`config.mk`:
```
export PLATFORM = sky130hd
export DESIGN_NAME = sram_port_arbiter
export DESIGN_NICKNAME = d
export VERILOG_FILES = /design/src/rtl/sram_port_arbiter.sv
export SDC_FILE = /design/constraint.sdc
export NUM_CORES = 1
export LEC_CHECK = 0
export BUFFER_PORTS_ARGS = -buffer_cell sky130_fd_sc_hd__buf_2
export CAP_MARGIN = 20
export CORE_MARGIN = 5
export CORE_UTILIZATION = 46
export CTS_CLUSTER_SIZE = 25
export DETAILED_ROUTE_END_ITERATION = 7
export PLACE_DENSITY = 0.78
export SKIP_CTS_REPAIR_TIMING = 1
export SLEW_MARGIN = 20
export SYNTH_ARGS = -nofsm -noshare
export SYNTH_HDL_FRONTEND = slang
export SYNTH_SLANG_ARGS = --single-unit
```
`constraint.sdc`:
```
create_clock -name clk -period 1.25 [get_ports clk]
set_input_delay 0.0625 -clock clk [delete_from_list [all_inputs] [get_ports clk]]
set_output_delay 0.0625 -clock clk [all_outputs]
set_load 0.02 [all_outputs]
```
`src/rtl/sram_port_arbiter.sv`:
```
// sram_port_arbiter: one SRAM port shared by wr_0 and rd_0, round-robin on tie.
// Define SRAM_ARB_TURNAROUND_EN to insert an idle cycle on each R/W switch.
module sram_port_arbiter #(
    parameter int DATA_WIDTH      = 64,
    parameter int CTRL_WIDTH      = DATA_WIDTH / 8,
    parameter int SRAM_ADDR_WIDTH = 13,
    parameter int SRAM_RD_LATENCY = 2
) (
    input  logic                                clk,
    input  logic                                reset,
    input  logic                                wr_0_req,
    input  logic [SRAM_ADDR_WIDTH-1:0]          wr_0_addr,
    input  logic [DATA_WIDTH+CTRL_WIDTH-1:0]    wr_0_data,
    output logic                                wr_0_ack,
    input  logic                                rd_0_req,
    input  logic [SRAM_ADDR_WIDTH-1:0]          rd_0_addr,
    output logic                                rd_0_ack,
    output logic                                rd_0_vld,
    output logic [DATA_WIDTH+CTRL_WIDTH-1:0]    rd_0_data,
    output logic                                sram_req,
    output logic                                sram_we,
    output logic [SRAM_ADDR_WIDTH-1:0]          sram_addr,
    output logic [DATA_WIDTH+CTRL_WIDTH-1:0]    sram_wr_data,
    input  logic [DATA_WIDTH+CTRL_WIDTH-1:0]    sram_rd_data
);

    localparam int WW = DATA_WIDTH + CTRL_WIDTH;
    localparam int L  = SRAM_RD_LATENCY;

    logic                       r_last_wr;
    logic                       r_sram_req;
    logic                       r_sram_we;
    logic [SRAM_ADDR_WIDTH-1:0] r_sram_addr;
    logic [WW-1:0]              r_sram_wr_data;
    logic [L-1:0]               r_vpipe;
    logic                       r_rd_vld;
    logic [WW-1:0]              r_rd_data;

    logic                       w_pick_wr;
    logic                       w_pick_rd;
    logic                       w_gnt_wr;
    logic                       w_gnt_rd;
    logic                       w_cmd_rd;
    logic [L-1:0]               w_vpipe_nxt;

    // Tie goes to the side that did not win last time.
    assign w_pick_wr = wr_0_req & (~rd_0_req | ~r_last_wr);
    assign w_pick_rd = rd_0_req & ~w_pick_wr;

`ifdef SRAM_ARB_TURNAROUND_EN
    typedef enum logic {
        ST_ARB  = 1'b0,
        ST_TURN = 1'b1
    } state_t;

    state_t r_state;
    state_t w_state_nxt;
    logic   r_any;
    logic   w_switch;

    assign w_switch = r_any &
                      ((w_pick_wr & ~r_last_wr) | (w_pick_rd & r_last_wr));

    always_ff @(posedge clk) begin
        if (reset) begin
            r_state <= ST_ARB;
            r_any   <= 1'b0;
        end else begin
            r_state <= w_state_nxt;
            if (wr_0_ack | rd_0_ack) begin
                r_any <= 1'b1;
            end
        end
    end

    always_comb begin
        w_state_nxt = r_state;
        w_gnt_wr    = 1'b0;
        w_gnt_rd    = 1'b0;
        unique case (r_state)
            ST_ARB: begin
                if (w_switch) begin
                    w_state_nxt = ST_TURN;
                end else begin
                    w_gnt_wr = w_pick_wr;
                    w_gnt_rd = w_pick_rd;
                end
            end
            ST_TURN: begin
                w_state_nxt = ST_ARB;
                w_gnt_wr    = w_pick_wr;
                w_gnt_rd    = w_pick_rd;
            end
        endcase
    end
`else
    assign w_gnt_wr = w_pick_wr;
    assign w_gnt_rd = w_pick_rd;
`endif

    assign wr_0_ack = w_gnt_wr & ~reset;
    assign rd_0_ack = w_gnt_rd & ~reset;

    always_ff @(posedge clk) begin
        if (reset) begin
            r_last_wr      <= 1'b0;
            r_sram_req     <= 1'b0;
            r_sram_we      <= 1'b0;
            r_sram_addr    <= '0;
            r_sram_wr_data <= '0;
        end else begin
            r_sram_req <= wr_0_ack | rd_0_ack;
            r_sram_we  <= wr_0_ack;
            if (wr_0_ack) begin
                r_last_wr      <= 1'b1;
                r_sram_addr    <= wr_0_addr;
                r_sram_wr_data <= wr_0_data;
            end else if (rd_0_ack) begin
                r_last_wr   <= 1'b0;
                r_sram_addr <= rd_0_addr;
            end
        end
    end

    // One valid bit per read in flight; the tail marks the cycle data is on the bus.
    assign w_cmd_rd = r_sram_req & ~r_sram_we;

    if (L == 1) begin : g_pipe1
        assign w_vpipe_nxt = w_cmd_rd;
    end else begin : g_pipen
        assign w_vpipe_nxt = {r_vpipe[L-2:0], w_cmd_rd};
    end

    always_ff @(posedge clk) begin
        if (reset) begin
            r_vpipe   <= '0;
            r_rd_vld  <= 1'b0;
            r_rd_data <= '0;
        end else begin
            r_vpipe  <= w_vpipe_nxt;
            r_rd_vld <= r_vpipe[L-1];
            if (r_vpipe[L-1]) begin
                r_rd_data <= sram_rd_data;
            end
        end
    end

    assign sram_req     = r_sram_req;
    assign sram_we      = r_sram_we;
    assign sram_addr    = r_sram_addr;
    assign sram_wr_data = r_sram_wr_data;
    assign rd_0_vld     = r_rd_vld;
    assign rd_0_data    = r_rd_data;

endmodule
```
==> results.json <==
{
  "track_usage_pct": 19.1,
  "final_antenna_net_count": 0,
  "slew_violations": 0,
  "rows": 44,
  "cp-end-kind": "output port",
  "globalplace.congestion": 0.818,
  "core_sq_um": 14400,
  "initial_core_util_pct": 46.7,
  "grt_pass1_wl_um": 25800,
  "crit_chain": "a21bo_4, nor2_1, buf_4",
  "status": "finished with violations",
  "slew_headroom_pct": 80.2,
  "avgRoutedWirePerCell_um": 17.8,
  "slowest_delay_ns": 0.37,
  "hpwl_um": 13300,
  "finClkSkew_ns": 0.0130,
  "p_leak_nw": 5.09,
  "synthArstFlopShare_pct": 0,
  "yosys_register_bits": 163,
  "pwr_density_cell_nw_per_um2": 1210,
  "drt-initial-drc-count": 238,
  "synth_nets": 797,
  "grt_pass1_vias": 5290,
  "synth-main-ff-cell": "dfxtp_1",
  "syn2layout_area_growth_pct": 60.2,
  "clock-root-buffer": "clkbuf_16",
  "vias": 6483,
  "layout-drive-gt1-share_pct": 36.6,
  "p_int_mw": 9.64,
  "slowest_stage": "dfxtp_4",
  "cts_tree": "built",
  "yosysSeqAreaShare_pct": 48.4,
  "port_buffers": 335,
  "p_sw_share_pct": 26.4,
  "yosys.area.top_type": "dfxtp_1",
  "worst_pin_slew_ns": 0.296,
  "synth.distinct_cells": 18,
  "setup_viol": 3,
  "num-fill-cells": 865,
  "cts_buffers": 17,
  "drc_errors": 0,
  "regArea_sq_um": 3270,
  "hold_viol_final": 0,
  "fmaxAchievable_ghz": 0.734,
  "crit_fanout": 8,
  "syn_area_sq_um": 6740,
  "dieArea_sq_um": 17200,
  "synth-edff-count": 0,
  "grt_max_degree": 88,
  "post-route-period-util_pct": 109,
  "clk_pin_slew_ns": 0.06,
  "syn_inst": 623,
  "via_per_inst": 4.92,
  "violations": "setup timing",
  "die_w_um": 131,
  "dr.pass1.iters": 4,
  "vdd_drop_max_mv": 0.877,
  "synth_top_area_share_pct": 48.4,
  "drv_cap": 0,
  "comb_power_share_pct": 17.3,
  "wl_um": 23400,
  "pwr-share-clk_pct": 39.8,
  "worst_ep_arrival_time_ns": 1.30,
  "avgSynthCellArea_sq_um": 10.8,
  "min_period_ns": 1.36,
  "path_class": "reg2out",
  "die_h_um": 131,
  "seqPwrFrac_pct": 42.9,
  "fin_nets": 1291,
  "rsz0062_at_grt": "true",
  "htree_levels": 4,
  "ys_top_cells_by_area": "dfxtp_1, mux2i_1, nand2b_1",
  "num_io_pins": 336,
  "yosysMostFrequentCell": "dfxtp_1",
  "cts.path.max_buffers": 2,
  "hp-class": "in2reg",
  "ys_warn_count": 0,
  "grt_antenna_before_repair": 2,
  "cp-start-kind": "register",
  "overflow": 0,
  "worst_slack_ns": -0.112,
  "cts_sinks": 163,
  "required_ns": 1.19,
  "fin_util_pct": 74.8,
  "synthTopCellsByCount": "dfxtp_1, mux2i_1, nand2b_1",
  "multi_input_area_sq_um": 3100,
  "setup_tns_ns": -0.166,
  "clock_latency_ns": 0.42,
  "p_switching_mw": 3.45
}
==> critical path: cells and delay by family, from the launching register on <==
| kind | cells | cell delay, ns |
|---|---|---|
| buffers and inverters | 1 | 0.15 |
| AND/OR/NAND/NOR | 1 | 0.11 |
| flip-flops | 1 | 0.37 |
| AO/OA/AOI/OAI | 1 | 0.25 |
==> stage by stage <==
| step | hold WS, ns | instance area, sq um | worst slack [ns] | power, mW | std cells |
|---|---|---|---|---|---|
| 2_1_floorplan | 0.210 | 6740 | 0.0722 | 6.81 | 623 |
| 3_3_place_gp | 0.296 | 8530 | 0.117 | 7.44 | 1118 |
| 3_5_place_dp | 0.304 | 8530 | 0.0797 | 7.47 | 1118 |
| 4_1_cts | -0.138 | 9120 | -0.298 | 12.6 | 1150 |
| 5_1_grt | 0.00988 | 10800 | -0.149 | 13.6 | 1316 |
| 6_report | 0.00154 | 10800 | -0.112 | 13.1 | 1318 |
==> metal layers <==
layer,wire [um],global-route usage (%),vias to the layer above,part of all wire (%)
li1,-,-,3057,-
met1,8420,21.3,3068,36
met2,12400,33.2,302,53
met3,2020,7.44,56,8.6
met4,622,6.17,0,2.7
met5,0,0,-,0
==> final timing paths <==
path                                             start                       endpoint  slack [ns]  cells after the start
worst max register to register  r_last_wr$_SDFFE_PP0P_  sram_wr_data[48]$_SDFFE_PP0N_           0                      4
worst max-delay path            r_last_wr$_SDFFE_PP0P_                       wr_0_ack       -0.11                      3
worst min-delay path                      wr_0_addr[1]      sram_addr[1]$_SDFFE_PP0P_       0.002                      3
worst min register to register      sram_we$_SDFF_PP0_          r_vpipe[0]$_SDFF_PP0_        0.43                      1
==> registers in the layout, indices dropped and copies added (netlist names) <==
signal        count
r_last_wr         1
rd_0_data        72
sram_wr_data     72
r_vpipe           2
rd_0_vld          1
sram_req          1
sram_addr        13
sram_we           1
==> power groups by stage <==
stage	Sequential, mW	Clock [mW]	Combinational [mW]
2_1_floorplan	6.02	0	0.800
3_3_place_gp	5.70	0	1.74
3_5_place_dp	5.70	0	1.77
4_1_cts	5.59	5.26	1.77
5_1_grt	5.64	5.52	2.42
6_report	5.61	5.21	2.27
==> cell families after synthesis <==
logic type | Yosys count | share of synthesized area, %
compound gates | 16 | 3.03
simple gates | 240 | 19.5
flops | 163 | 48.4
buf+inv | 47 | 5.65
mux | 157 | 23.3
==> final cells by class <==
| cell class | instances | area share, % |
|---|---|---|
| Antenna cell | 4 | 0.0928 |
| Clock buffer | 18 | 4.07 |
| Clock inverter | 14 | 1.41 |
| Multi-Input combinational cell | 413 | 28.8 |
| Sequential cell | 163 | 30.3 |
| Tap cell | 184 | 2.13 |
| Timing Repair Buffer | 522 | 33.2 |
==> placed cells by master (no fill, tap or decap) <==
master	synthesis	final
a21bo_4	1	1
a21boi_4	1	1
a21oi_1	1	1
a221oi_1	5	3
a221oi_2	8	10
buf_12	8	7
buf_2	14	332
buf_4	7	23
buf_6	4	5
bufinv_16	0	2
clkbuf_16	0	17
clkbuf_8	0	1
clkinv_2	0	2
clkinv_4	0	2
clkinvlp_4	0	4
dfxtp_1	163	161
dfxtp_4	0	2
diode_2	0	4
dlygate4sd3_1	0	155
inv_6	0	4
mux2i_1	157	157
nand2_1	1	1
nand2b_1	146	146
nor2_1	76	76
nor2b_1	15	15
nor3b_1	1	1
nor3b_2	1	1
(Power assumes the default switching activity.)
